$ cat src/rtl/sdf_sram_delay_line_pkg.sv
// Shared defaults for the SDF stage delay memory.
// Also holds the DEPTH legality check used at elaboration.
package sdf_sram_delay_line_pkg;

    localparam int SDF_DATA_W = 32;
    localparam int SDF_ADDR_W = 8;
    localparam int SDF_DEPTH  = 256;

    function automatic bit depth_ok(input int depth, input int addr_w);
        return (depth >= 2) && (depth <= (1 << addr_w));
    endfunction

endpackage

$ cat src/rtl/sdf_sram_delay_line_fifo.sv
// Two-entry registered output FIFO for the SDF delay line.
// Push and pop in the same cycle are both honoured.
module sdf_skid_fifo2
    import sdf_sram_delay_line_pkg::*;
#(
    parameter int DATA_W = SDF_DATA_W
) (
    input  logic              clock_i,
    input  logic              reset_i,
    input  logic              clear_i,
    input  logic              push_i,
    input  logic [DATA_W-1:0] data_i,
    input  logic              pop_i,
    output logic              valid_o,
    output logic [DATA_W-1:0] data_o,
    output logic [1:0]        occ_o
);

    logic [DATA_W-1:0] buf_q [2];
    logic [DATA_W-1:0] buf_d [2];
    logic              wr_ptr_q, wr_ptr_d;
    logic              rd_ptr_q, rd_ptr_d;
    logic [1:0]        occ_q, occ_d;
    logic              do_push, do_pop;

    assign do_pop  = pop_i && (occ_q != 2'd0);
    assign do_push = push_i && ((occ_q != 2'd2) || do_pop);

    always_comb begin
        buf_d    = buf_q;
        wr_ptr_d = wr_ptr_q;
        rd_ptr_d = rd_ptr_q;
        occ_d    = occ_q;
        if (clear_i) begin
            wr_ptr_d = 1'b0;
            rd_ptr_d = 1'b0;
            occ_d    = 2'd0;
        end else begin
            if (do_push) begin
                buf_d[wr_ptr_q] = data_i;
                wr_ptr_d        = ~wr_ptr_q;
            end
            if (do_pop) begin
                rd_ptr_d = ~rd_ptr_q;
            end
            occ_d = occ_q + {1'b0, do_push} - {1'b0, do_pop};
        end
    end

    always_ff @(posedge clock_i or posedge reset_i) begin
        if (reset_i) begin
            for (int i = 0; i < 2; i++) begin
                buf_q[i] <= '0;
            end
            wr_ptr_q <= 1'b0;
            rd_ptr_q <= 1'b0;
            occ_q    <= 2'd0;
        end else begin
            buf_q    <= buf_d;
            wr_ptr_q <= wr_ptr_d;
            rd_ptr_q <= rd_ptr_d;
            occ_q    <= occ_d;
        end
    end

    assign valid_o = (occ_q != 2'd0);
    assign data_o  = buf_q[rd_ptr_q];
    assign occ_o   = occ_q;

endmodule

$ cat src/rtl/sdf_sram_delay_line.sv
// Streaming DEPTH-sample delay line over a 1R1W SRAM (1-cycle read).
// Feeds the feedback path of an SDF radix-2^2 FFT stage.
module sdf_sram_delay_line
    import sdf_sram_delay_line_pkg::*;
#(
    parameter int DATA_W = SDF_DATA_W,
    parameter int ADDR_W = SDF_ADDR_W,
    parameter int DEPTH  = SDF_DEPTH
) (
    input  logic              clock,
    input  logic              reset,
    input  logic              clear,
    input  logic              in_valid,
    output logic              in_ready,
    input  logic [DATA_W-1:0] in_data,
    output logic              out_valid,
    input  logic              out_ready,
    output logic [DATA_W-1:0] out_data,
    output logic              primed,
    output logic              mem_r_en,
    output logic [ADDR_W-1:0] mem_r_addr,
    input  logic [DATA_W-1:0] mem_r_data,
    output logic              mem_w_en,
    output logic [ADDR_W-1:0] mem_w_addr,
    output logic [DATA_W-1:0] mem_w_data
);

    localparam int FILL_W = $clog2(DEPTH + 1);

    if (!depth_ok(DEPTH, ADDR_W)) begin : g_bad_depth
        $error("sdf_sram_delay_line: DEPTH out of range for ADDR_W");
    end

    logic [ADDR_W-1:0] ptr_q, ptr_d;
    logic [FILL_W-1:0] fill_q, fill_d;
    logic              rd_pend_q, rd_pend_d;
    logic              wr_pend_q, wr_pend_d;
    logic [ADDR_W-1:0] wr_addr_q, wr_addr_d;
    logic [DATA_W-1:0] wr_data_q, wr_data_d;
    logic [1:0]        occ;
    logic              push;
    logic              pop;

    // Outstanding read counts against FIFO space so a capture never overflows.
    assign in_ready = !reset && !clear
                   && (({1'b0, occ} + {2'b00, rd_pend_q}) < 3'd2);
    assign push     = in_valid && in_ready;
    assign pop      = out_valid && out_ready;
    assign primed   = (fill_q == FILL_W'(DEPTH));

    always_comb begin
        ptr_d     = ptr_q;
        fill_d    = fill_q;
        rd_pend_d = 1'b0;
        wr_pend_d = push;
        wr_addr_d = wr_addr_q;
        wr_data_d = wr_data_q;
        if (push) begin
            wr_addr_d = ptr_q;
            wr_data_d = in_data;
            rd_pend_d = primed;
            if (ptr_q == ADDR_W'(DEPTH - 1)) begin
                ptr_d = '0;
            end else begin
                ptr_d = ptr_q + ADDR_W'(1);
            end
            if (!primed) begin
                fill_d = fill_q + FILL_W'(1);
            end
        end
        if (clear) begin
            ptr_d     = '0;
            fill_d    = '0;
            rd_pend_d = 1'b0;
        end
    end

    always_ff @(posedge clock or posedge reset) begin
        if (reset) begin
            ptr_q     <= '0;
            fill_q    <= '0;
            rd_pend_q <= 1'b0;
            wr_pend_q <= 1'b0;
            wr_addr_q <= '0;
            wr_data_q <= '0;
        end else begin
            ptr_q     <= ptr_d;
            fill_q    <= fill_d;
            rd_pend_q <= rd_pend_d;
            wr_pend_q <= wr_pend_d;
            wr_addr_q <= wr_addr_d;
            wr_data_q <= wr_data_d;
        end
    end

    assign mem_r_en   = push;
    assign mem_r_addr = ptr_q;
    assign mem_w_en   = wr_pend_q;
    assign mem_w_addr = wr_addr_q;
    assign mem_w_data = wr_data_q;

    sdf_skid_fifo2 #(
        .DATA_W (DATA_W)
    ) u_out_fifo (
        .clock_i (clock),
        .reset_i (reset),
        .clear_i (clear),
        .push_i  (rd_pend_q),
        .data_i  (mem_r_data),
        .pop_i   (pop),
        .valid_o (out_valid),
        .data_o  (out_data),
        .occ_o   (occ)
    );

endmodule
$ cat config.mk
export PLATFORM = sky130hd
export DESIGN_NAME = sdf_sram_delay_line
export DESIGN_NICKNAME = d
export VERILOG_FILES = /design/src/rtl/sdf_sram_delay_line_pkg.sv /design/src/rtl/sdf_sram_delay_line_fifo.sv /design/src/rtl/sdf_sram_delay_line.sv
export SDC_FILE = /design/constraint.sdc
export NUM_CORES = 1
export LEC_CHECK = 0
export CORE_AREA = 3 3 111 113
export CTS_BUF_LIST = sky130_fd_sc_hd__clkbuf_2 sky130_fd_sc_hd__clkbuf_4 sky130_fd_sc_hd__clkbuf_8
export CTS_CLUSTER_SIZE = 24
export DETAILED_ROUTE_END_ITERATION = 12
export DIE_AREA = 0 0 114 116
export HOLD_SLACK_MARGIN = 0.02
export PLACE_DENSITY_LB_ADDON = 0.2
export SLEW_MARGIN = 20
export SYNTH_ARGS = -nofsm -noshare
export SYNTH_HDL_FRONTEND = slang
export SYNTH_HIERARCHICAL = 1
export SYNTH_SLANG_ARGS = --single-unit
$ cat constraint.sdc
create_clock -name clock -period 3.6 [get_ports clock]
set_clock_uncertainty 0.15 [all_clocks]
set_input_delay 0.72 -clock clock [delete_from_list [all_inputs] [get_ports clock]]
set_output_delay 0.72 -clock clock [all_outputs]
set_load 0.01 [all_outputs]
# Yosys cells after proc, flatten, opt, wreduce, memory -nomap -nowiden

Index checks and enable logic that the tools add are counted.

Bitwise operators: 5
Mux-type cells: 19
Equal/unequal tests: 4
Order comparisons: 4
Add/sub/neg operators: 5
Reductions and logical operators: 16

Operator list:

| cell                                                                  | count |
|---|---|
| 32-bit 2-to-1 mux                                                     | 4 |
| 64-bit bitwise mux                                                    | 1 |
| 32-bit demux with 1-bit select                                        | 1 |
| 9-bit 2-to-1 mux                                                      | 3 |
| 8-bit 2-to-1 mux                                                      | 3 |
| 9-bit by 1-bit adder with 9-bit output (second input constant)        | 1 |
| 9-bit == test (second input constant)                                 | 1 |
| 8-bit by 1-bit adder with 8-bit output (second input constant)        | 1 |
| 8-bit == test (second input constant)                                 | 1 |
| 2-bit nonzero test                                                    | 4 |
| 1-bit logical AND                                                     | 7 |
| 1-bit 2-to-1 mux                                                      | 6 |
| 2-bit >= comparator (second input constant)                           | 2 |
| 2-bit inequality test (second input constant)                         | 2 |
| 1-bit NOT with 2-bit output                                           | 2 |
| 2-bit AND reduction                                                   | 2 |
| 2-bit by 1-bit adder with 3-bit output                                | 1 |
| 3-bit by 2-bit < comparator with 1-bit output (second input constant) | 1 |
| 1-bit NOT                                                             | 3 |
| 2-bit by 1-bit adder with 2-bit output                                | 1 |
| 1-bit zero test                                                       | 2 |
| 2-bit by 1-bit < comparator with 1-bit output (second input constant) | 1 |
| 2-bit 2-to-1 mux                                                      | 1 |
| 2-bit by 1-bit subtractor with 2-bit output                           | 1 |
| 1-bit logical OR                                                      | 1 |

Register bits after elaboration: 127
Logic and storage cells: 64
Output and inout port bits: 85

# Longest topological paths before layout

Word-level depth: 8
Gate-level depth with buffers: 9

# By module

The synthesis kept the hierarchy.

By module, submodules not included:

| module              | cells each | seq. area each (sq um) | area each (sq um) | instances |
|---|---|---|---|---|
| sdf_skid_fifo2      | 195        | 1701.6                 | 3106.7            | 1 |
| sdf_sram_delay_line | 259        | 1476.4                 | 2588.7            | 1 |

# Worst setup path after synthesis

Ideal clock, no wire load.

Path type: input-to-output
From: input clear
To: output mem_r_en
Buffers on the path: 3
Arrival time: 1.609 ns
Setup slack: 1.121 ns
Cell stages on the path: 6
Cell sequence: buf_2 a2111oi_4 nand2_2 clkinv_4 buf_8 buf_6

Cells in the longest elaborated chain, start to end: 4

Ends and longest elaborated chain:

| item               | line                      | source |
|---|---|---|
| start: declaration | sdf_sram_delay_line.sv:12 | `input logic clear,` |
| 1-bit zero test    | sdf_sram_delay_line.sv:45 | `assign in_ready = !reset && !clear` |
| 1-bit logical AND  | sdf_sram_delay_line.sv:45 |  |
| 1-bit logical AND  | sdf_sram_delay_line.sv:46 | `&& (({1'b0, occ} + {2'b00, rd_pend_q}) < 3'd2);` |
| 1-bit logical AND  | sdf_sram_delay_line.sv:47 | `assign push = in_valid && in_ready;` |
| end: declaration   | sdf_sram_delay_line.sv:20 | `output logic mem_r_en,` |

Every way passes these cells.

# Worst setup path after layout

From: input reset
To: output in_ready

Cells in the longest elaborated chain, start to end: 3

Ends and longest elaborated chain:

| item                      | line                      | source |
|---|---|---|
| start: declaration        | sdf_sram_delay_line.sv:11 | `input logic reset,` |
| 1-bit zero test (no line) | -                         |  |
| 1-bit logical AND         | sdf_sram_delay_line.sv:45 |  |
| 1-bit logical AND         | sdf_sram_delay_line.sv:46 |  |
| end: declaration          | sdf_sram_delay_line.sv:14 | `output logic in_ready,` |

Every way passes these cells.

==> impl_summary.log <==
[metrics] Die Area: 0.0132 sq mm
[metrics] Post-CTS Hold Buffers: 0
[metrics] Synth Area per Inst: 12.5 sq um
[metrics] root buffer selected by CTS: clkbuf_8
[metrics] number of slew-limit violations in the final report: 0
[metrics] clock tree from TritonCTS: yes
[metrics] highest attainable clock frequency: 310 MHz
[metrics] register clock-pin slew on the reported worst setup and hold paths: 0.07 ns
[metrics] final setup violation count: 0
[metrics] cell count after synthesis: around 450
[metrics] overflow left after global routing: 0
[metrics] startpoint kind of the worst setup timing path: input port
[metrics] Worst Max-Slew Pin Slew: 1.11 ns
[metrics] max-cap violations: 0
[metrics] Crit-path slowest cell: clkdlybuf4s50_1
[metrics] area share of the leading cell type in the synthesized netlist: 55.8%
[metrics] critical-path cell list: clkdlybuf4s50_1, a2111oi_4, buf_4, clkdlybuf4s50_1
[metrics] Post-CTS Repair Setup Buffers: 0
[metrics] dpl hpwl: 8.60 mm
[metrics] wire length of the first global-routing pass: ~21 mm
[metrics] cell type with the highest aggregate area in the netlist: dfrtp_1
[metrics] DRT iter0 DRCs: between 150 and 200
[metrics] largest buffer count on any clock path: 2
[metrics] power density relative to cell area: 404 mW/mm^2
[metrics] CTS buffer count: 17
[metrics] area added between synthesis and finish: 35.6%
[metrics] DIE WIDTH: roughly 110 um
[metrics] Syn Std Cell Area: 0.00570 sq mm
[metrics] final RePlAce weighted congestion: between 0.7 and 0.8
[metrics] antenna violations before repair: 0
[metrics] post-detailed-placement cell area: 0.00733 sq mm
[metrics] most frequent cells after synthesis: 127 x dfrtp_1, 104 x nand2_1, 74 x mux2_2
[metrics] Std-Cell Core Area: 0.0114 sq mm
[metrics] most instantiated library cell after synthesis: dfrtp_1
[metrics] final-layout setup total negative slack: 0 ns
[metrics] I/O pin count: 154
[metrics] relative slew slack: about 26%
[metrics] DR vias: 3908
[metrics] summed area of non-filler cells in the final layout: 0.00772 sq mm
[metrics] count of input and output buffers: 153
[metrics] final worst slack: 0.374 ns
[metrics] Post-CTS Resized: 0
[metrics] starting density of the core: 49.9%
[metrics] antenna-violating nets left: 0
[metrics] row count: 39
[metrics] final critical path time including I/O delays and setup: 3.23 ns
[metrics] required time at the worst-slack endpoint: 2.73 ns
[metrics] sequential element share of the synthesized area: 55.8%
[metrics] dominant register cell in the synthesized netlist: dfrtp_1
[metrics] class of the tightest hold or removal check: reg -> reg
[metrics] largest net degree at the start of global routing: 47
[metrics] Yosys Warn Count: 6
[metrics] Final nets: 686
[metrics] average via count per standard cell: 5.09
[metrics] setup repair after global routing missed its margin: no
[metrics] Final Instance Count excl. Fillers: between 700 and 800
[metrics] placed cell count: 736
[metrics] Async S/R FF share, synth: 100%
[metrics] critical path class: in -> out
[metrics] element type at the critical path end: output port
[metrics] DP Worst Slack: 0.359 ns
[metrics] clock insertion delay at the later pin of the skew report: 0.43 ns
[metrics] Net Count, Synth: 528
[metrics] cell types with the largest area share after synthesis: dfrtp_1 56%, mux2_2 15%, mux2_4 8.4%
[metrics] Leak: 3.76 nW
[metrics] total routing resource utilization after global routing: 20.6%
[metrics] post-route fraction of the period consumed by the critical path: 89.6%
[metrics] number of antenna repair diodes: 0
[metrics] delay of the slowest cell on the worst path: 0.55 ns
[metrics] arrival time at the worst endpoint: 2.36 ns
[metrics] Post-synth EDFFs: 0
[metrics] routed wirelength normalized by instance count: 16.5 um
[metrics] fraction of layout instances using a drive strength above 1: 25.3%
[metrics] Clock H-tree levels: 4
[metrics] Synth Register Bits: between 100 and 150
[metrics] most prevalent standard cell on the critical path: clkdlybuf4s50_1
[metrics] biggest fanout along the worst timing path: 10
[metrics] Chip Height: 116 um
[metrics] worst-case vdd ir drop: 0.337 mV
[metrics] final hold violation count: 0
[metrics] remaining design rule violation count: 0
[metrics] vias in the first global route: 4271
[metrics] outcome: finished, final reports clean
[metrics] total wirelength of the detailed-routed design: 12.7 mm
[metrics] number of search-and-repair iterations in the first detailed-routing pass: 4
[metrics] number of distinct library cells after synthesis: 42
[metrics] number of clock sinks seen by CTS: 127
==> state kept, by name, summed over array words and instances, names as in the netlist <==
| name | cells |
|---|---|
| fill_q | 9 |
| mem_r_addr | 8 |
| u_out_fifo/rd_ptr_q | 1 |
| rd_pend_q | 1 |
| u_out_fifo/buf_q | 64 |
| mem_w_data | 32 |
| u_out_fifo/wr_ptr_q | 1 |
| u_out_fifo/occ_o | 2 |
| mem_w_addr | 8 |
| mem_w_en | 1 |
==> power breakdown <==
| part | internal, mW | switching [mW] |
|---|---|---|
| Sequential | 1.50 | 0.0376 |
| Clock | 0.674 | 0.529 |
| Combinational | 0.220 | 0.166 |
==> metal layers <==
metal | up-vias | wire length [um] | global-route usage, %
met1 | 1907 | 5300 | 25.0
met3 | 18 | 1140 | 9.19
met2 | 128 | 6050 | 32.4
li1 | 1855 | - | -
met5 | - | 0 | 0
met4 | 0 | 176 | 8.08
==> worst paths after layout <==
path                       slack, ns                    to  cells after the start                start
max in group asynchronous       1.83             fill_q[1]                      3                reset
min in group asynchronous       0.60             fill_q[5]                      2                reset
min                             0.33        mem_w_data[13]                      2       mem_w_data[13]
min reg2reg                     0.33        mem_w_data[13]                      2       mem_w_data[13]
max                             0.37              in_ready                      4                reset
max reg2reg                     0.91  u_out_fifo/buf_q[15]                      5  u_out_fifo/occ_o[1]
==> kinds of logic (layout without fill, tap and decap cells) <==
| family | count (synthesis) | after routing | synth area share, % |
|---|---|---|---|
| and+or+nand+nor | 157 | 157 | 12.4 |
| DFF | 127 | 127 | 55.8 |
| muxes | 108 | 108 | 23.4 |
| AOI/OAI and AO/OA | 14 | 14 | 2.11 |
| xor gates and xnor gates | 11 | 11 | 1.69 |
| adders and majority gates | 5 | 5 | 1.10 |
| buffers and inverters | 32 | 203 | 3.47 |
==> final cells by class <==
| class | instances | area [sq um] |
|---|---|---|
| sequential | 127 | 3180 |
| inverter | 9 | 38.8 |
| clock buffer | 27 | 340 |
| timing repair buffer | 162 | 1610 |
| multi-input combinational | 295 | 2320 |
| tap | 143 | 179 |
| fill | 880 | 3700 |
| clock inverter | 5 | 52.6 |
==> critical path: cells and delay by family <==
kind	cells	cell delay [ns]
AOI/OAI and AO/OA	1	0.36
buffers and inverters	3	1.27
==> layout by cell type (no fill, tap or decap), types with 3 or more instances in the layout <==
cell	count
clkdlybuf4s50_1	153
dfrtp_1	127
nand2_1	104
mux2_2	74
mux2_4	32
clkbuf_8	22
nor2_1	15
xor2_1	9
nand4_1	8
buf_4	8
and2_1	6
inv_1	6
ha_1	5
clkbuf_4	5
nand3_1	4
and3_1	4
clkinv_2	3
==> per-stage QoR <==
stage	power (mW)	hold WS (ns)	utilization (%)
after floorplan	1.70	0.325	-
after global placement	1.94	0.306	64.2
after detailed placement	1.95	0.311	64.2
after CTS	3.17	0.328	67.6
after global routing	3.27	0.355	67.6
final	3.12	0.326	67.6
(Power assumes the default switching activity.)
